--- src/rtl/fxp_div_if.sv ---
// Request/response bundle for the fixed-point divider: operands with start, quotient with status.
interface fxp_div_if #(
    parameter int WIDTH = 25
);
    logic             start;
    logic [WIDTH-1:0] a;
    logic [WIDTH-1:0] b;
    logic             busy;
    logic             done;
    logic [WIDTH-1:0] val;
    logic             ovf;
    logic             dbz;

    modport master (
        output start, a, b,
        input  busy, done, val, ovf, dbz
    );

    modport slave (
        input  start, a, b,
        output busy, done, val, ovf, dbz
    );
endinterface

--- src/rtl/fxp_div.sv ---
// Signed Q(WIDTH-FBITS).FBITS divider: restoring radix-2, one quotient bit per clock, RNE rounding, saturating.
// Latency: N+2 cycles start-to-done (N=WIDTH+FBITS), 1 cycle for a zero divisor.
// Backpressure: none queued; start is only sampled while idle, requests during busy/done are dropped.
module fxp_div #(
    parameter int WIDTH = 25,
    parameter int FBITS = 20
) (
    input  logic      clk,
    input  logic      rst_n,
    fxp_div_if.slave  bus
);
    localparam int N  = WIDTH + FBITS;
    localparam int CW = $clog2(N);

    localparam logic [N:0]       QMAX_POS = {{(N-WIDTH+2){1'b0}}, {(WIDTH-1){1'b1}}};
    localparam logic [N:0]       QMAX_NEG = {{(N-WIDTH+1){1'b0}}, 1'b1, {(WIDTH-1){1'b0}}};
    localparam logic [WIDTH-1:0] VMAX     = {1'b0, {(WIDTH-1){1'b1}}};
    localparam logic [WIDTH-1:0] VMIN     = {1'b1, {(WIDTH-1){1'b0}}};

    typedef enum logic [1:0] {IDLE, CALC, ROUND, FIN} state_t;

    state_t           state_q, state_d;
    logic             sign_q, sign_d;
    logic [WIDTH-1:0] absb_q, absb_d;
    logic [N-1:0]     dvd_q, dvd_d;
    logic [WIDTH:0]   rem_q, rem_d;
    logic [N-1:0]     quo_q, quo_d;
    logic [CW-1:0]    cnt_q, cnt_d;
    logic [WIDTH-1:0] val_q, val_d;
    logic             ovf_q, ovf_d;
    logic             dbz_q, dbz_d;

    logic [WIDTH-1:0] a_abs, b_abs;
    logic [WIDTH:0]   rem_sh, rem_sub;
    logic             rem_ge;
    logic [WIDTH+1:0] rem2, b2;
    logic             round_up;
    logic [N:0]       qr;
    logic [WIDTH-1:0] qr_neg;

    // Most negative operand maps to 2^(WIDTH-1), which still fits unsigned WIDTH bits.
    assign a_abs = bus.a[WIDTH-1] ? (~bus.a + WIDTH'(1)) : bus.a;
    assign b_abs = bus.b[WIDTH-1] ? (~bus.b + WIDTH'(1)) : bus.b;

    assign rem_sh  = {rem_q[WIDTH-1:0], dvd_q[N-1]};
    assign rem_ge  = rem_sh >= {1'b0, absb_q};
    assign rem_sub = rem_sh - {1'b0, absb_q};

    // Half-LSB decision from the final remainder; ties go to the even quotient.
    assign rem2     = {rem_q, 1'b0};
    assign b2       = {2'b00, absb_q};
    assign round_up = (rem2 > b2) || ((rem2 == b2) && quo_q[0]);
    assign qr       = {1'b0, quo_q} + {{N{1'b0}}, round_up};
    assign qr_neg   = ~qr[WIDTH-1:0] + WIDTH'(1);

    always_comb begin
        state_d = state_q;
        sign_d  = sign_q;
        absb_d  = absb_q;
        dvd_d   = dvd_q;
        rem_d   = rem_q;
        quo_d   = quo_q;
        cnt_d   = cnt_q;
        val_d   = val_q;
        ovf_d   = ovf_q;
        dbz_d   = dbz_q;
        unique case (state_q)
            IDLE: begin
                if (bus.start) begin
                    if (bus.b == '0) begin
                        val_d   = bus.a[WIDTH-1] ? VMIN : VMAX;
                        dbz_d   = 1'b1;
                        ovf_d   = 1'b0;
                        state_d = FIN;
                    end else begin
                        sign_d  = bus.a[WIDTH-1] ^ bus.b[WIDTH-1];
                        absb_d  = b_abs;
                        dvd_d   = {a_abs, {FBITS{1'b0}}};
                        rem_d   = '0;
                        quo_d   = '0;
                        cnt_d   = CW'(N - 1);
                        state_d = CALC;
                    end
                end
            end
            CALC: begin
                rem_d = rem_ge ? rem_sub : rem_sh;
                dvd_d = {dvd_q[N-2:0], 1'b0};
                quo_d = {quo_q[N-2:0], rem_ge};
                if (cnt_q == '0) begin
                    state_d = ROUND;
                end else begin
                    cnt_d = cnt_q - CW'(1);
                end
            end
            ROUND: begin
                if (!sign_q && (qr > QMAX_POS)) begin
                    val_d = VMAX;
                    ovf_d = 1'b1;
                end else if (sign_q && (qr > QMAX_NEG)) begin
                    val_d = VMIN;
                    ovf_d = 1'b1;
                end else begin
                    val_d = sign_q ? qr_neg : qr[WIDTH-1:0];
                    ovf_d = 1'b0;
                end
                dbz_d   = 1'b0;
                state_d = FIN;
            end
            FIN: begin
                state_d = IDLE;
            end
            default: begin
                state_d = IDLE;
            end
        endcase
    end

    always_ff @(posedge clk or negedge rst_n) begin
        if (!rst_n) begin
            state_q <= IDLE;
            sign_q  <= 1'b0;
            absb_q  <= '0;
            dvd_q   <= '0;
            rem_q   <= '0;
            quo_q   <= '0;
            cnt_q   <= '0;
            val_q   <= '0;
            ovf_q   <= 1'b0;
            dbz_q   <= 1'b0;
        end else begin
            state_q <= state_d;
            sign_q  <= sign_d;
            absb_q  <= absb_d;
            dvd_q   <= dvd_d;
            rem_q   <= rem_d;
            quo_q   <= quo_d;
            cnt_q   <= cnt_d;
            val_q   <= val_d;
            ovf_q   <= ovf_d;
            dbz_q   <= dbz_d;
        end
    end

    assign bus.busy = (state_q == CALC) || (state_q == ROUND);
    assign bus.done = (state_q == FIN);
    assign bus.val  = val_q;
    assign bus.ovf  = ovf_q;
    assign bus.dbz  = dbz_q;
endmodule

--- src/flat_wrapper.sv ---
// flat-port wrapper written by rule: the top's interface ports become plain ports
module fxp_div_flat 
#(
    parameter int WIDTH = 25,
    parameter int FBITS = 20
)
  (clk, rst_n, bus_start, bus_a, bus_b, bus_busy, bus_done, bus_val, bus_ovf, bus_dbz);
  fxp_div_if #(.WIDTH(WIDTH)) bus_i ();
  input  logic clk;
  input  logic rst_n;
  input wire logic [$bits(bus_i.start)-1:0] bus_start;
  input wire logic [$bits(bus_i.a)-1:0] bus_a;
  input wire logic [$bits(bus_i.b)-1:0] bus_b;
  output wire logic [$bits(bus_i.busy)-1:0] bus_busy;
  output wire logic [$bits(bus_i.done)-1:0] bus_done;
  output wire logic [$bits(bus_i.val)-1:0] bus_val;
  output wire logic [$bits(bus_i.ovf)-1:0] bus_ovf;
  output wire logic [$bits(bus_i.dbz)-1:0] bus_dbz;
  assign bus_i.start = bus_start;
  assign bus_i.a = bus_a;
  assign bus_i.b = bus_b;
  assign bus_busy = bus_i.busy;
  assign bus_done = bus_i.done;
  assign bus_val = bus_i.val;
  assign bus_ovf = bus_i.ovf;
  assign bus_dbz = bus_i.dbz;
  fxp_div #(.WIDTH(WIDTH), .FBITS(FBITS)) u_core (.clk(clk), .rst_n(rst_n), .bus(bus_i));
endmodule
--- config.mk ---
export PLATFORM = sky130hd
export DESIGN_NAME = fxp_div_flat
export DESIGN_NICKNAME = d
export VERILOG_FILES = /design/src/rtl/fxp_div_if.sv /design/src/rtl/fxp_div.sv /design/src/flat_wrapper.sv
export SDC_FILE = /design/constraint.sdc
export NUM_CORES = 1
export LEC_CHECK = 0
export CAP_MARGIN = 0
export CELL_PAD_IN_SITES_DETAIL_PLACEMENT = 1
export CELL_PAD_IN_SITES_GLOBAL_PLACEMENT = 1
export CORE_ASPECT_RATIO = 1.75
export CORE_MARGIN = 3
export CORE_UTILIZATION = 42
export CTS_BUF_LIST = sky130_fd_sc_hd__clkbuf_4 sky130_fd_sc_hd__clkbuf_8
export DETAILED_ROUTE_END_ITERATION = 6
export PLACE_DENSITY_LB_ADDON = 0.1
export SYNTH_ARGS = -nofsm -noshare
export SYNTH_HDL_FRONTEND = slang
export SYNTH_SLANG_ARGS = --single-unit
--- constraint.sdc ---
create_clock -name clk -period 4.7 [get_ports clk]
set_input_delay 0.94 -clock clk [delete_from_list [all_inputs] [get_ports clk]]
set_output_delay 0.94 -clock clk [all_outputs]
set_load 0.02 [all_outputs]
==> impl_metrics.tcl <==
set metrics [dict create \
    dp_hpwl_mm 28.55 \
    cts_tree "built" \
    viasPerCell 5.903 \
    period_share_pct 106.1 \
    synthCells 1365 \
    hold_violations 0 \
    drive_gt1_share_pct 19.49 \
    fin_worst_hold_slack_ns 0.3926 \
    async_reset_ff_share_pct 100.0 \
    areaGrowthSynthToFinish_pct 29.03 \
    cts_made_buffers 17 \
    num_vias 11216 \
    maxCapViolCount 0 \
    critPathMaxStageDelay_ns 0.35 \
    period_needed_ns 4.988 \
    fin_ws_ns -0.2878 \
    routedWlPerCell_um 20.45 \
    dr.first_iter.drc_count 552 \
    synth_edf_count 0 \
    overflow 0 \
    ys_types 83 \
    leakagePower_nw 6.576 \
    row_count 78 \
    r2r_start "u_core.absb_q[1]" \
    synthMuxAreaShare_pct 3.256 \
    port_buffers 81 \
    synth_top_family_by_area "simple AND/OR/NAND/NOR gates" \
    peakVddDrop_mv 0.3096 \
    synth-compound-area-share_pct 20.15 \
    boundaryPins 82 \
    root_buffer "clkbuf_8" \
    dieWidth_um 129.6 \
    start_kind "flip-flop" \
    wl_mm 38.85 \
    cts_num_sinks 157 \
    cpMostUsedCell "a21o_1" \
    synthAdderAreaFrac_pct 4.304 \
    grt_first_pass_wirelength_mm 61.51 \
    tightestPinTransition_ns 1.486 \
    ys.flop_type "dfrtp_1" \
    ctsHtreeMaxLevel 4 \
    clk_latency_ns 0.50 \
    ant_nets 0 \
    hold_buffers 0 \
    drt-pass1-iter-count 5 \
    crit_path_end_kind "flip-flop" \
    seq_area_frac_synth_pct 35.01 \
    powerDensity_mw_per_mm2 431.8 \
    finalSetupViolations 26 \
    place_ws_ns -0.4844 \
    initial_core_util_pct 42.90 \
    path_class "flip-flop to flip-flop" \
    syn_nets 1456 \
    rrSetupSlack_ns -0.29 \
    drc 0 \
    fp.dieH_um 222.2 \
    path_clk_slew_ns 0.09 \
    die-area_mm2 0.02879 \
    antenna_found_initial 0 \
    path_max_fanout 7 \
    syn_area_mm2 0.01122 \
    drv_slew 0 \
    mostFrequentLayoutCells "nand2_1, buf_4, dfrtp_1, clkdlybuf4s50_1, nor2_1" \
    finalSetupTns_ns -5.463 \
    crit_start "u_core.absb_q[1]" \
    rsz0062_at_grt "true" \
    layout_commonest_cell "nand2_1" \
    grt_max_degree 109 \
    timing.fmax_ghz 0.2005 \
    grtUsageTotal_pct 26.97 \
    crit_arrival_ns 5.36 \
    max_slew_margin_pct 0.9072 \
    antennaDiodeCount 0 \
    fin_skew_ns 0.01455 \
    gp_congestion 0.9474 \
    cts_max_path_buffers 2 \
    synth.avg_cell_area_um2 8.220 \
    yosys.area_share.simple_pct 23.34 \
    ys_ff_latch 157 \
    fin_nets 1658 \
    outcome "finished with violations" \
    synth_xor_area_share_pct 8.352 \
    ys_warn_count 0 \
    grt_pass1_vias 11949 \
    crit_slowest_cell "dfrtp_1" \
    violations "setup timing" \
    hold_class "primary input to asynchronous set/reset pin" \
    core_mm2 0.02616 \
    required_ns 5.07 \
]
-- stage by stage --
step / power [mW] / util (%) / instance area, µm² / cells
3_3_place_gp: 4.982 / 51.48 / 13460 / 1845
4_1_cts: 6.267 / 54.28 / 14200 / 1889
3_5_place_dp: 5.092 / 51.48 / 13460 / 1845
5_1_grt: 6.736 / 55.35 / 14480 / 1900
2_1_floorplan: 3.798 / - / 11300 / 1365
6_report: 6.252 / 55.35 / 14480 / 1900
-- critical path, delay by kind of cell, from the launching register on --
kind	cells	cell delay, ns
flops	1	0.35
simple gates	7	1.07
fa+ha+maj	3	0.63
compound gates	11	2.10
buf+inv	5	0.72
-- area by class of cell --
cell class	count	area, µm²
Fill cell	3122	11680
Tap cell	320	400.4
Clock inverter	9	108.9
Multi-Input combinational cell	1059	7144
Sequential cell	157	3929
Inverter	62	232.7
Timing Repair Buffer	270	2365
Clock buffer	23	297.8
-- synthesized netlist by cell type (7+ instances only) --
master / count / share of area, %
nand2_1: 187 / 6.3
dfrtp_1: 157 / 35
nor2_1: 82 / 2.7
a21oi_1: 79 / 3.5
nand3_1: 76 / 3.4
o21ai_0: 65 / 2.9
inv_1: 61 / 2.0
xnor2_1: 57 / 4.4
o21ai_1: 54 / 2.4
xor2_1: 50 / 3.9
clkbuf_1: 40 / 1.3
ha_1: 37 / 4.1
mux2i_1: 32 / 2.9
buf_2: 30 / 1.3
nand4_1: 30 / 1.7
nor3_1: 26 / 1.2
o31ai_1: 25 / 1.7
and3_1: 22 / 1.2
or3_1: 17 / 0.95
a21o_1: 13 / 0.87
a221o_1: 13 / 1.2
and2_1: 12 / 0.67
buf_1: 11 / 0.37
nor4_1: 11 / 0.61
a211oi_1: 10 / 0.67
nand2b_1: 10 / 0.56
a31oi_1: 9 / 0.50
nor2b_1: 8 / 0.45
o21a_1: 8 / 0.54
o22ai_1: 8 / 0.45
o41ai_1: 8 / 0.62
or2_2: 8 / 0.45
buf_4: 7 / 0.47
-- where the power goes --
group          switching [mW]  internal, mW
clock                   0.548         0.531
sequential              0.257          1.72
combinational            1.88          1.32
-- layer usage --
| layer | GRT usage (%) | up-vias | part of all wire (%) |
|---|---|---|---|
| met3 | 3.272 | 116 | 2.2 |
| met2 | 52.40 | 212 | 57 |
| met1 | 25.97 | 5609 | 35 |
| met5 | 0 | - | 0 |
| li1 | - | 5279 | - |
| met4 | 16.38 | 0 | 6.2 |
-- timing repair --
| action | 4_1_cts | 5_1_grt |
|---|---|---|
| cloned | 2 | 0 |
| gates resized for setup | 47 | 46 |
| endpoints found under the setup margin | 26 | 26 |
| pin swaps | 31 | 48 |
| buffers inserted | 12 | 13 |
-- sequential cells by signal, indices dropped and copies added (netlist names) --
signal and flops:
u_core.quo_q 45, u_core.sign_q 1, u_core.bus.dbz 1, u_core.rem_q 26, u_core.cnt_q 6, u_core.bus.ovf 1, u_core.absb_q 25, u_core.dvd_q 25
u_core.bus.val 25, u_core.state_q 2
-- final timing paths --
path / endpoint / depth (start not counted)
max: u_core.bus.val[19] / 26
min in group clk: u_core.bus.ovf / 2
min: u_core.quo_q[38] / 1
min reg2reg: u_core.bus.ovf / 2
max in group asynchronous: u_core.rem_q[1] / 2
max reg2reg: u_core.bus.val[19] / 26
-- logic make-up after synthesis --
| logic type | count (synthesis) |
|---|---|
| fa+ha+maj | 38 |
| mux | 36 |
| simple gates | 528 |
| flops | 157 |
| xor+xnor | 107 |
| compound gates | 349 |
| buf+inv | 150 |
Power figures use the tool's default switching activity.
